`config.mk`:
```
export PLATFORM = sky130hd
export DESIGN_NAME = core_branch_bp_flat
export DESIGN_NICKNAME = d
export VERILOG_FILES = /design/src/rtl/core_branch_bp_pkg.sv /design/src/rtl/core_branch_bp_if.sv /design/src/rtl/core_branch_btb.sv /design/src/rtl/core_raw_mask.sv /design/src/rtl/core_branch_bp.sv /design/src/flat_wrapper.sv
export SDC_FILE = /design/constraint.sdc
export NUM_CORES = 2
export LEC_CHECK = 0
export CORE_MARGIN = 1.5
export CORE_UTILIZATION = 39
export CTS_BUF_LIST = sky130_fd_sc_hd__clkbuf_4 sky130_fd_sc_hd__clkbuf_8
export CTS_CLUSTER_DIAMETER = 40
export CTS_CLUSTER_SIZE = 14
export DETAILED_ROUTE_END_ITERATION = 16
export DONT_BUFFER_PORTS = 1
export HOLD_SLACK_MARGIN = 0.12
export PLACE_DENSITY_LB_ADDON = 0.3
export SYNTH_ARGS = -nofsm -noshare
export SYNTH_HDL_FRONTEND = slang
export SYNTH_HIERARCHICAL = 1
export SYNTH_SLANG_ARGS = --single-unit
```
`constraint.sdc`:
```
create_clock -name clk -period 5.3 [get_ports clk]
set_input_delay 0.265 -clock clk [delete_from_list [all_inputs] [get_ports clk]]
set_output_delay 0.265 -clock clk [all_outputs]
set_load 0.01 [all_outputs]
```
`src/rtl/core_branch_bp_pkg.sv`:
```
// core_branch_bp_pkg: condition encodings, counter constants and counter update helper for the branch unit.
package core_branch_bp_pkg;
  typedef enum logic [2:0] {C_ALWAYS, C_NEVER, C_EQ, C_NE, C_LT, C_GE, C_LTU, C_GEU} cond_e;
  localparam logic [1:0] WNT = 2'b01;
  localparam logic [1:0] WT  = 2'b10;
  function automatic logic [1:0] cnt_upd(input logic [1:0] c, input logic up);
    return up ? ((c == 2'b11) ? c : c + 2'b01) : ((c == 2'b00) ? c : c - 2'b01);
  endfunction
endpackage

```
`src/rtl/core_branch_bp_if.sv`:
```
// core_branch_bp_if: issue, writeback, lookup and redirect signals of the branch unit.
interface core_branch_bp_if #(parameter int WORD_W = 32, parameter int N_REGS = 16, parameter int OFF_W = 12);
  localparam int RD_W = $clog2(N_REGS);
  logic start;
  logic [2:0] cond;
  logic indirect;
  logic writeback;
  logic [RD_W-1:0] rd;
  logic [WORD_W-2:0] pc;
  logic [OFF_W-1:0] offset;
  logic [WORD_W-1:0] a;
  logic [WORD_W-1:0] b;
  logic pred_taken;
  logic [WORD_W-2:0] pred_target;
  logic wb_stall;
  logic [WORD_W-2:0] lookup_pc;
  logic lookup_hit;
  logic lookup_taken;
  logic [WORD_W-2:0] lookup_target;
  logic wb_ready;
  logic [RD_W-1:0] wb_rd;
  logic [WORD_W-1:0] wb_value;
  logic [N_REGS-1:0] raw_mask;
  logic [WORD_W-2:0] target;
  logic redirect;
  logic stall;
  modport master(
    output start, cond, indirect, writeback, rd, pc, offset, a, b, pred_taken, pred_target, wb_stall, lookup_pc,
    input lookup_hit, lookup_taken, lookup_target, wb_ready, wb_rd, wb_value, raw_mask, target, redirect, stall
  );
  modport slave(
    input start, cond, indirect, writeback, rd, pc, offset, a, b, pred_taken, pred_target, wb_stall, lookup_pc,
    output lookup_hit, lookup_taken, lookup_target, wb_ready, wb_rd, wb_value, raw_mask, target, redirect, stall
  );
endinterface

```
`src/rtl/core_branch_btb.sv`:
```
// core_branch_btb: direct-mapped branch target buffer with 2-bit counters, one lookup and one update port.
module core_branch_btb import core_branch_bp_pkg::*; #(parameter int PC_W = 31, parameter int BTB_DEPTH = 16) (
  input  logic            clk,
  input  logic            rst_n,
  input  logic [PC_W-1:0] lookup_pc,
  output logic            lookup_hit,
  output logic            lookup_taken,
  output logic [PC_W-1:0] lookup_target,
  input  logic            upd_en,
  input  logic            upd_taken,
  input  logic [PC_W-1:0] upd_pc,
  input  logic [PC_W-1:0] upd_target
);
  localparam int IDX_W = $clog2(BTB_DEPTH);
  localparam int TAG_W = PC_W - IDX_W;
  typedef struct packed {logic valid; logic [TAG_W-1:0] tag; logic [PC_W-1:0] target; logic [1:0] cnt;} btb_entry_t;
  btb_entry_t mem_q [BTB_DEPTH];
  btb_entry_t up, up_d;
  logic [IDX_W-1:0] lk_idx, up_idx;
  logic up_hit, up_we;
  always_comb begin
    lk_idx = lookup_pc[IDX_W-1:0];
    up_idx = upd_pc[IDX_W-1:0];
    lookup_hit = mem_q[lk_idx].valid && mem_q[lk_idx].tag == lookup_pc[PC_W-1:IDX_W];
    lookup_taken = lookup_hit && mem_q[lk_idx].cnt[1];
    lookup_target = mem_q[lk_idx].target;
    up = mem_q[up_idx];
    up_hit = up.valid && up.tag == upd_pc[PC_W-1:IDX_W];
    // a not-taken miss leaves the entry alone; a taken miss allocates fresh
    up_we = upd_en && (upd_taken || up_hit);
    up_d = up_hit ? '{up.valid, up.tag, upd_taken ? upd_target : up.target, cnt_upd(up.cnt, upd_taken)}
                  : '{1'b1, upd_pc[PC_W-1:IDX_W], upd_target, WT};
  end
  always_ff @(posedge clk or negedge rst_n)
    if (!rst_n) for (int i = 0; i < BTB_DEPTH; i++) mem_q[i] <= '{1'b0, '0, '0, WNT};
    else if (up_we) mem_q[up_idx] <= up_d;
endmodule

```
`src/rtl/core_raw_mask.sv`:
```
// core_raw_mask: one-hot register mask for a pending link write.
module core_raw_mask #(parameter int N_REGS = 16) (
  input  logic                      en,
  input  logic [$clog2(N_REGS)-1:0] rd,
  output logic [N_REGS-1:0]         mask
);
  assign mask = en ? N_REGS'(1) << rd : '0;
endmodule

```
`src/rtl/core_branch_bp.sv`:
```
// core_branch_bp: execute-stage branch resolution with BTB/counter update, link writeback and mispredict redirect.
module core_branch_bp import core_branch_bp_pkg::*; #(
  parameter int WORD_W = 32,
  parameter int N_REGS = 16,
  parameter int BTB_DEPTH = 16,
  parameter int OFF_W = 12
) (
  input logic clk,
  input logic rst_n,
  core_branch_bp_if.slave bus
);
  localparam int PC_W = WORD_W - 1;
  localparam int RD_W = $clog2(N_REGS);
  typedef struct packed {
    logic valid;
    cond_e cond;
    logic indirect;
    logic writeback;
    logic [RD_W-1:0] rd;
    logic [PC_W-1:0] pc;
    logic [OFF_W-1:0] offset;
    logic [WORD_W-1:0] a;
    logic [WORD_W-1:0] b;
    logic pred_taken;
    logic [PC_W-1:0] pred_target;
  } res_t;
  res_t r_q, r_d;
  logic taken, mispredict, live, done_q, done_d;
  logic redirect_q, redirect_d, wb_ready_q, wb_ready_d;
  logic [PC_W-1:0] res_target, nxt, target_q, target_d;
  logic [RD_W-1:0] wb_rd_q, wb_rd_d;
  logic [WORD_W-1:0] wb_value_q, wb_value_d;
  logic [N_REGS-1:0] mask_s0, mask_s1;
  always_comb begin
    r_d = bus.wb_stall ? r_q : '{bus.start, cond_e'(bus.cond), bus.indirect, bus.writeback, bus.rd, bus.pc,
                                 bus.offset, bus.a, bus.b, bus.pred_taken, bus.pred_target};
    taken = 1'b0;
    case (r_q.cond)
      C_ALWAYS: taken = 1'b1;
      C_EQ:     taken = r_q.a == r_q.b;
      C_NE:     taken = r_q.a != r_q.b;
      C_LT:     taken = $signed(r_q.a) < $signed(r_q.b);
      C_GE:     taken = $signed(r_q.a) >= $signed(r_q.b);
      C_LTU:    taken = r_q.a < r_q.b;
      C_GEU:    taken = r_q.a >= r_q.b;
      default:  taken = 1'b0;
    endcase
    res_target = r_q.indirect ? r_q.a[WORD_W-1:1] : r_q.pc + PC_W'($signed(r_q.offset));
    nxt = taken ? res_target : r_q.pc + PC_W'(1);
    mispredict = (taken != r_q.pred_taken) || (taken && res_target != r_q.pred_target);
    // a branch held in R by wb_stall redirects on its first stalled edge only
    live = r_q.valid && !done_q;
    done_d = bus.wb_stall && r_q.valid;
    redirect_d = live && mispredict;
    target_d = live ? nxt : target_q;
    wb_ready_d = bus.wb_stall ? wb_ready_q : r_q.valid && r_q.writeback;
    wb_rd_d = bus.wb_stall ? wb_rd_q : r_q.rd;
    wb_value_d = bus.wb_stall ? wb_value_q : {r_q.pc + PC_W'(1), 1'b0};
  end
  always_ff @(posedge clk or negedge rst_n)
    if (!rst_n) begin
      r_q <= '0;
      done_q <= 1'b0;
      redirect_q <= 1'b1;
      target_q <= '0;
      wb_ready_q <= 1'b0;
      wb_rd_q <= '0;
      wb_value_q <= '0;
    end else begin
      r_q <= r_d;
      done_q <= done_d;
      redirect_q <= redirect_d;
      target_q <= target_d;
      wb_ready_q <= wb_ready_d;
      wb_rd_q <= wb_rd_d;
      wb_value_q <= wb_value_d;
    end
  core_branch_btb #(.PC_W(PC_W), .BTB_DEPTH(BTB_DEPTH)) u_btb (
    .clk(clk), .rst_n(rst_n),
    .lookup_pc(bus.lookup_pc), .lookup_hit(bus.lookup_hit), .lookup_taken(bus.lookup_taken),
    .lookup_target(bus.lookup_target),
    .upd_en(r_q.valid && !bus.wb_stall && r_q.cond != C_NEVER), .upd_taken(taken),
    .upd_pc(r_q.pc), .upd_target(res_target)
  );
  core_raw_mask #(.N_REGS(N_REGS)) u_mask_s0 (.en(bus.start && bus.writeback), .rd(bus.rd), .mask(mask_s0));
  core_raw_mask #(.N_REGS(N_REGS)) u_mask_s1 (.en(r_q.valid && r_q.writeback), .rd(r_q.rd), .mask(mask_s1));
  assign bus.raw_mask = mask_s0 | mask_s1;
  assign bus.redirect = redirect_q;
  assign bus.target = target_q;
  assign bus.wb_ready = wb_ready_q;
  assign bus.wb_rd = wb_rd_q;
  assign bus.wb_value = wb_value_q;
  assign bus.stall = (bus.start && !bus.writeback) || redirect_q;
endmodule
```
`src/flat_wrapper.sv`:
```
// flat-port wrapper written by rule: the top's interface ports become plain ports
module core_branch_bp_flat import core_branch_bp_pkg::*;
#(
  parameter int WORD_W = 32,
  parameter int N_REGS = 16,
  parameter int BTB_DEPTH = 16,
  parameter int OFF_W = 12
)
  (clk, rst_n, bus_start, bus_cond, bus_indirect, bus_writeback, bus_rd, bus_pc, bus_offset, bus_a, bus_b, bus_pred_taken, bus_pred_target, bus_wb_stall, bus_lookup_pc, bus_lookup_hit, bus_lookup_taken, bus_lookup_target, bus_wb_ready, bus_wb_rd, bus_wb_value, bus_raw_mask, bus_target, bus_redirect, bus_stall);
  core_branch_bp_if #(.WORD_W(WORD_W), .N_REGS(N_REGS), .OFF_W(OFF_W)) bus_i ();
  input logic clk;
  input logic rst_n;
  input wire logic [$bits(bus_i.start)-1:0] bus_start;
  input wire logic [$bits(bus_i.cond)-1:0] bus_cond;
  input wire logic [$bits(bus_i.indirect)-1:0] bus_indirect;
  input wire logic [$bits(bus_i.writeback)-1:0] bus_writeback;
  input wire logic [$bits(bus_i.rd)-1:0] bus_rd;
  input wire logic [$bits(bus_i.pc)-1:0] bus_pc;
  input wire logic [$bits(bus_i.offset)-1:0] bus_offset;
  input wire logic [$bits(bus_i.a)-1:0] bus_a;
  input wire logic [$bits(bus_i.b)-1:0] bus_b;
  input wire logic [$bits(bus_i.pred_taken)-1:0] bus_pred_taken;
  input wire logic [$bits(bus_i.pred_target)-1:0] bus_pred_target;
  input wire logic [$bits(bus_i.wb_stall)-1:0] bus_wb_stall;
  input wire logic [$bits(bus_i.lookup_pc)-1:0] bus_lookup_pc;
  output wire logic [$bits(bus_i.lookup_hit)-1:0] bus_lookup_hit;
  output wire logic [$bits(bus_i.lookup_taken)-1:0] bus_lookup_taken;
  output wire logic [$bits(bus_i.lookup_target)-1:0] bus_lookup_target;
  output wire logic [$bits(bus_i.wb_ready)-1:0] bus_wb_ready;
  output wire logic [$bits(bus_i.wb_rd)-1:0] bus_wb_rd;
  output wire logic [$bits(bus_i.wb_value)-1:0] bus_wb_value;
  output wire logic [$bits(bus_i.raw_mask)-1:0] bus_raw_mask;
  output wire logic [$bits(bus_i.target)-1:0] bus_target;
  output wire logic [$bits(bus_i.redirect)-1:0] bus_redirect;
  output wire logic [$bits(bus_i.stall)-1:0] bus_stall;
  assign bus_i.start = bus_start;
  assign bus_i.cond = bus_cond;
  assign bus_i.indirect = bus_indirect;
  assign bus_i.writeback = bus_writeback;
  assign bus_i.rd = bus_rd;
  assign bus_i.pc = bus_pc;
  assign bus_i.offset = bus_offset;
  assign bus_i.a = bus_a;
  assign bus_i.b = bus_b;
  assign bus_i.pred_taken = bus_pred_taken;
  assign bus_i.pred_target = bus_pred_target;
  assign bus_i.wb_stall = bus_wb_stall;
  assign bus_i.lookup_pc = bus_lookup_pc;
  assign bus_lookup_hit = bus_i.lookup_hit;
  assign bus_lookup_taken = bus_i.lookup_taken;
  assign bus_lookup_target = bus_i.lookup_target;
  assign bus_wb_ready = bus_i.wb_ready;
  assign bus_wb_rd = bus_i.wb_rd;
  assign bus_wb_value = bus_i.wb_value;
  assign bus_raw_mask = bus_i.raw_mask;
  assign bus_target = bus_i.target;
  assign bus_redirect = bus_i.redirect;
  assign bus_stall = bus_i.stall;
  core_branch_bp #(.WORD_W(WORD_W), .N_REGS(N_REGS), .BTB_DEPTH(BTB_DEPTH), .OFF_W(OFF_W)) u_core (.clk(clk), .rst_n(rst_n), .bus(bus_i));
endmodule
```
==> qor.txt <==
status: finished, final reports clean
synthesized cell area: 0.0660 mm²
ratio of cells with drive above 1 in the final layout: 43.8%
die height: 414 µm
effective utilization at floorplan: 39.4%
Area after DPL: 0.0693 mm²
IO buf count: 0
Num CTS Buffers: 189
met1 usage: 32.2%
met3 layer usage reported by global route: 4.69%
Hold Path Stages: 2
synth unique cells: 94
fin. max-slew vios: 0
Longest Clk Path Bufs: 3
total of max-cap violations: 0
Most Crowded Layer GR: met2
switching power: 0.0105 W
Flop pwr share: 42.1%
Root Buffer: clkbuf_8
sequential area share after synthesis: 45.3%
Area contributors post-synth: dfrtp_1 (45%), mux4_2 (18%), mux2_2 (17%)
Residual DRC: 0
Crit path required time: 6.09 ns
Via density: 5.98
initial DRC count: 3616
Post-CTS Setup Bufs: 0
Pre-antenna DRT Iters: 5
largest net degree at the start of global routing: 271
die width: 414 µm
critical path class: reg -> reg
Layout Area Growth over Synthesis: 16.7%
Post-synth top cells: dfrtp_1 (1177), mux2_2 (973), mux4_2 (533)
switch share: 32.2%
dpl cells: 6531
top-count cell post-synth: dfrtp_1
Sink Count: 1194
R2R depth: 15
RSZ-0062 raised after global routing: false
initial antenna violation count: 25
Max Fclk: 205 MHz
# H-tree levels: 4
Via Count: 43040
syn_area_per_cell: 14.6 µm²
die area: 0.172 mm²
Multi-input gate area: 0.0340 mm²
Max-slew headroom: 9.10%
CP max FO: 34
hpwl dp: 136000 µm
Yosys Warn Count: 6
Placer Congestion: 0.912
number of global-route vias before repair: 44705
post-route insts no fill: 7195
clk_skew: 0.0763 ns
Post-synth EDFFs: 0
Total Routing Usage GR: 24.7%
crit path DAT: 5.66 ns
largest area contributor in the netlist: dfrtp_1
Hold Crit Class: in -> reg
Final Core Density: 45.9%
I/O Pins: 302
Fin. Hold Viols: 0
top_reg_cell synth: dfrtp_1
top cell type's share of synthesized area: 44.6%
syn_nets: 4777
PwrDens: 425 mW/mm²
Core Rows: 150
P_int: 0.0222 W
Layout fillers: 14681
final instance area: 0.0770 mm²
CTS tree: yes
first-pass GRT wire length: 315000 µm
fin crit period: 4.87 ns
wire per inst: 29.5 µm
hold slack: 0.227 ns
nets@finish: 5063
FF+latch count, synth: 1194
Clock transition at path regs: 0.07 ns
Core ar.: 0.168 mm²
GRT Residual Overflow: 0
Mapped Cells: 4530
Worst setup EP type: register
met2 Use GR: 39.8%
Setup TNS: 0 ns
Logic pwr share: 29.0%
Skew-Pair Late Insertion Delay: 0.98 ns
Lkg Pwr: 33.5 nW
Post-synth ARST share: 100%
remaining antenna violation count: 0
VDD IR max: 247 µV
WL final: 212000 µm
Worst setup SP type: register
clock power share: 28.9%
FF/Latch Area: 0.0299 mm²
Tightest Pin Transition: 1.36 ns
Period Utilization, post-route: 91.9%
# setup viols final: 0
==> worst paths after layout <==
kind	slack (ns)	end	start
max reg2reg	0.43	u_core/u_btb/mem_q[846]	u_core/r_q[108]
min in group asynchronous	0.28	u_core/u_btb/mem_q[62]	rst_n
max	0.43	u_core/u_btb/mem_q[846]	u_core/r_q[108]
max in group asynchronous	1.38	u_core/r_q[144]	rst_n
min reg2reg	0.49	u_core/u_btb/mem_q[548]	u_core/u_btb/mem_q[548]
min	0.23	u_core/r_q[124]	bus_pc[16]
==> cell families after synthesis <==
| kind of cell | count (synthesis) | synth area share (%) |
|---|---|---|
| AOI/OAI and AO/OA | 338 | 3.57 |
| xor gates and xnor gates | 143 | 1.90 |
| adders and majority gates | 64 | 1.23 |
| buffers and inverters | 456 | 3.32 |
| DFF | 1194 | 45.3 |
| muxes | 1866 | 40.9 |
| other | 1 | 0.00568 |
| and+or+nand+nor | 468 | 3.80 |
==> worst max-delay path, cell delays in order (launching register included) <==
cell       delay (ns)
dfrtp_4          0.50
buf_12           0.30
buf_4            0.56
mux4_2           0.58
mux2i_1          0.20
xnor2_1          0.08
a2111oi_0        0.54
buf_4            0.21
a41o_1           0.10
nor2b_1          0.14
buf_4            0.15
a41oi_4          0.13
buf_12           0.24
nor2_4           0.19
buf_12           0.33
mux2_2           0.38
==> layout by cell type, fill, tap and decap left out, types with 11 or more instances in the layout <==
cell / instances
diode_2: 12
mux2_1: 198
dfstp_2: 17
mux2i_1: 132
clkinv_2: 23
xor2_1: 72
o21ai_0: 86
dlygate4sd3_1: 295
or2_2: 34
nand3_1: 47
o22ai_1: 18
clkbuf_8: 214
nand4_1: 28
xnor2_1: 71
buf_4: 114
inv_6: 14
nand2_1: 129
a211oi_1: 11
buf_12: 73
inv_1: 58
a22oi_1: 31
nor2_1: 79
a21o_1: 18
mux4_2: 533
bufinv_16: 23
mux2_2: 973
nor3_1: 24
clkinvlp_4: 23
mux2_4: 30
and3_1: 17
nor2b_1: 12
clkinv_4: 18
dfrtp_1: 1172
a31oi_1: 13
ha_1: 63
nor4_1: 12
a21oi_1: 54
clkbuf_4: 26
==> power by group through the flow <==
| stage | logic, W | registers [W] | clock network, W |
|---|---|---|---|
| 4_1_cts | 0.00947 | 0.0137 | 0.00965 |
| 2_1_floorplan | 0.00692 | 0.0131 | 0 |
| 3_3_place_gp | 0.00900 | 0.0137 | 0 |
| 6_report | 0.00950 | 0.0138 | 0.00945 |
| 5_1_grt | 0.0101 | 0.0141 | 0.0101 |
| 3_5_place_dp | 0.00914 | 0.0139 | 0 |
==> stage by stage <==
step / setup slack, ns / total power, W
floorplan: 1.02 / 0.0200
global placement: 0.414 / 0.0227
detailed placement: 0.464 / 0.0230
CTS: 0.472 / 0.0328
global route: 0.216 / 0.0343
finish: 0.429 / 0.0327
==> cell type report <==
cell class                 instances  share of cell area [%]
inverter                          61                   0.297
clock buffer                     240                    4.08
antenna                           12                  0.0390
sequential                      1194                    38.9
multi-input combinational       2880                    44.2
tap                             2204                    3.58
clock inverter                   114                    1.85
timing repair buffer             490                    7.13
==> registers in the layout, indices dropped and copies added (netlist names) <==
register / count
u_core/bus.wb_rd: 4
u_core/bus.wb_ready: 1
u_core/bus.redirect: 1
u_core/u_btb/mem_q: 976
u_core/bus.target: 31
u_core/done_q: 1
u_core/bus.wb_value: 31
u_core/r_q: 149
==> what timing repair did <==
item                      CTS  global route
resized for setup           0             0
hold endpoints to repair  455             0
hold buffers              296             0
==> per-layer routing <==
layer  routed length, µm  vias to the layer above
li1                    -                    17913
met1               87800                    23214
met2              102000                     1457
met3               12100                      440
met4               10300                       16
met5                 107                        -
No activity file was read; power rests on OpenSTA's default activity.
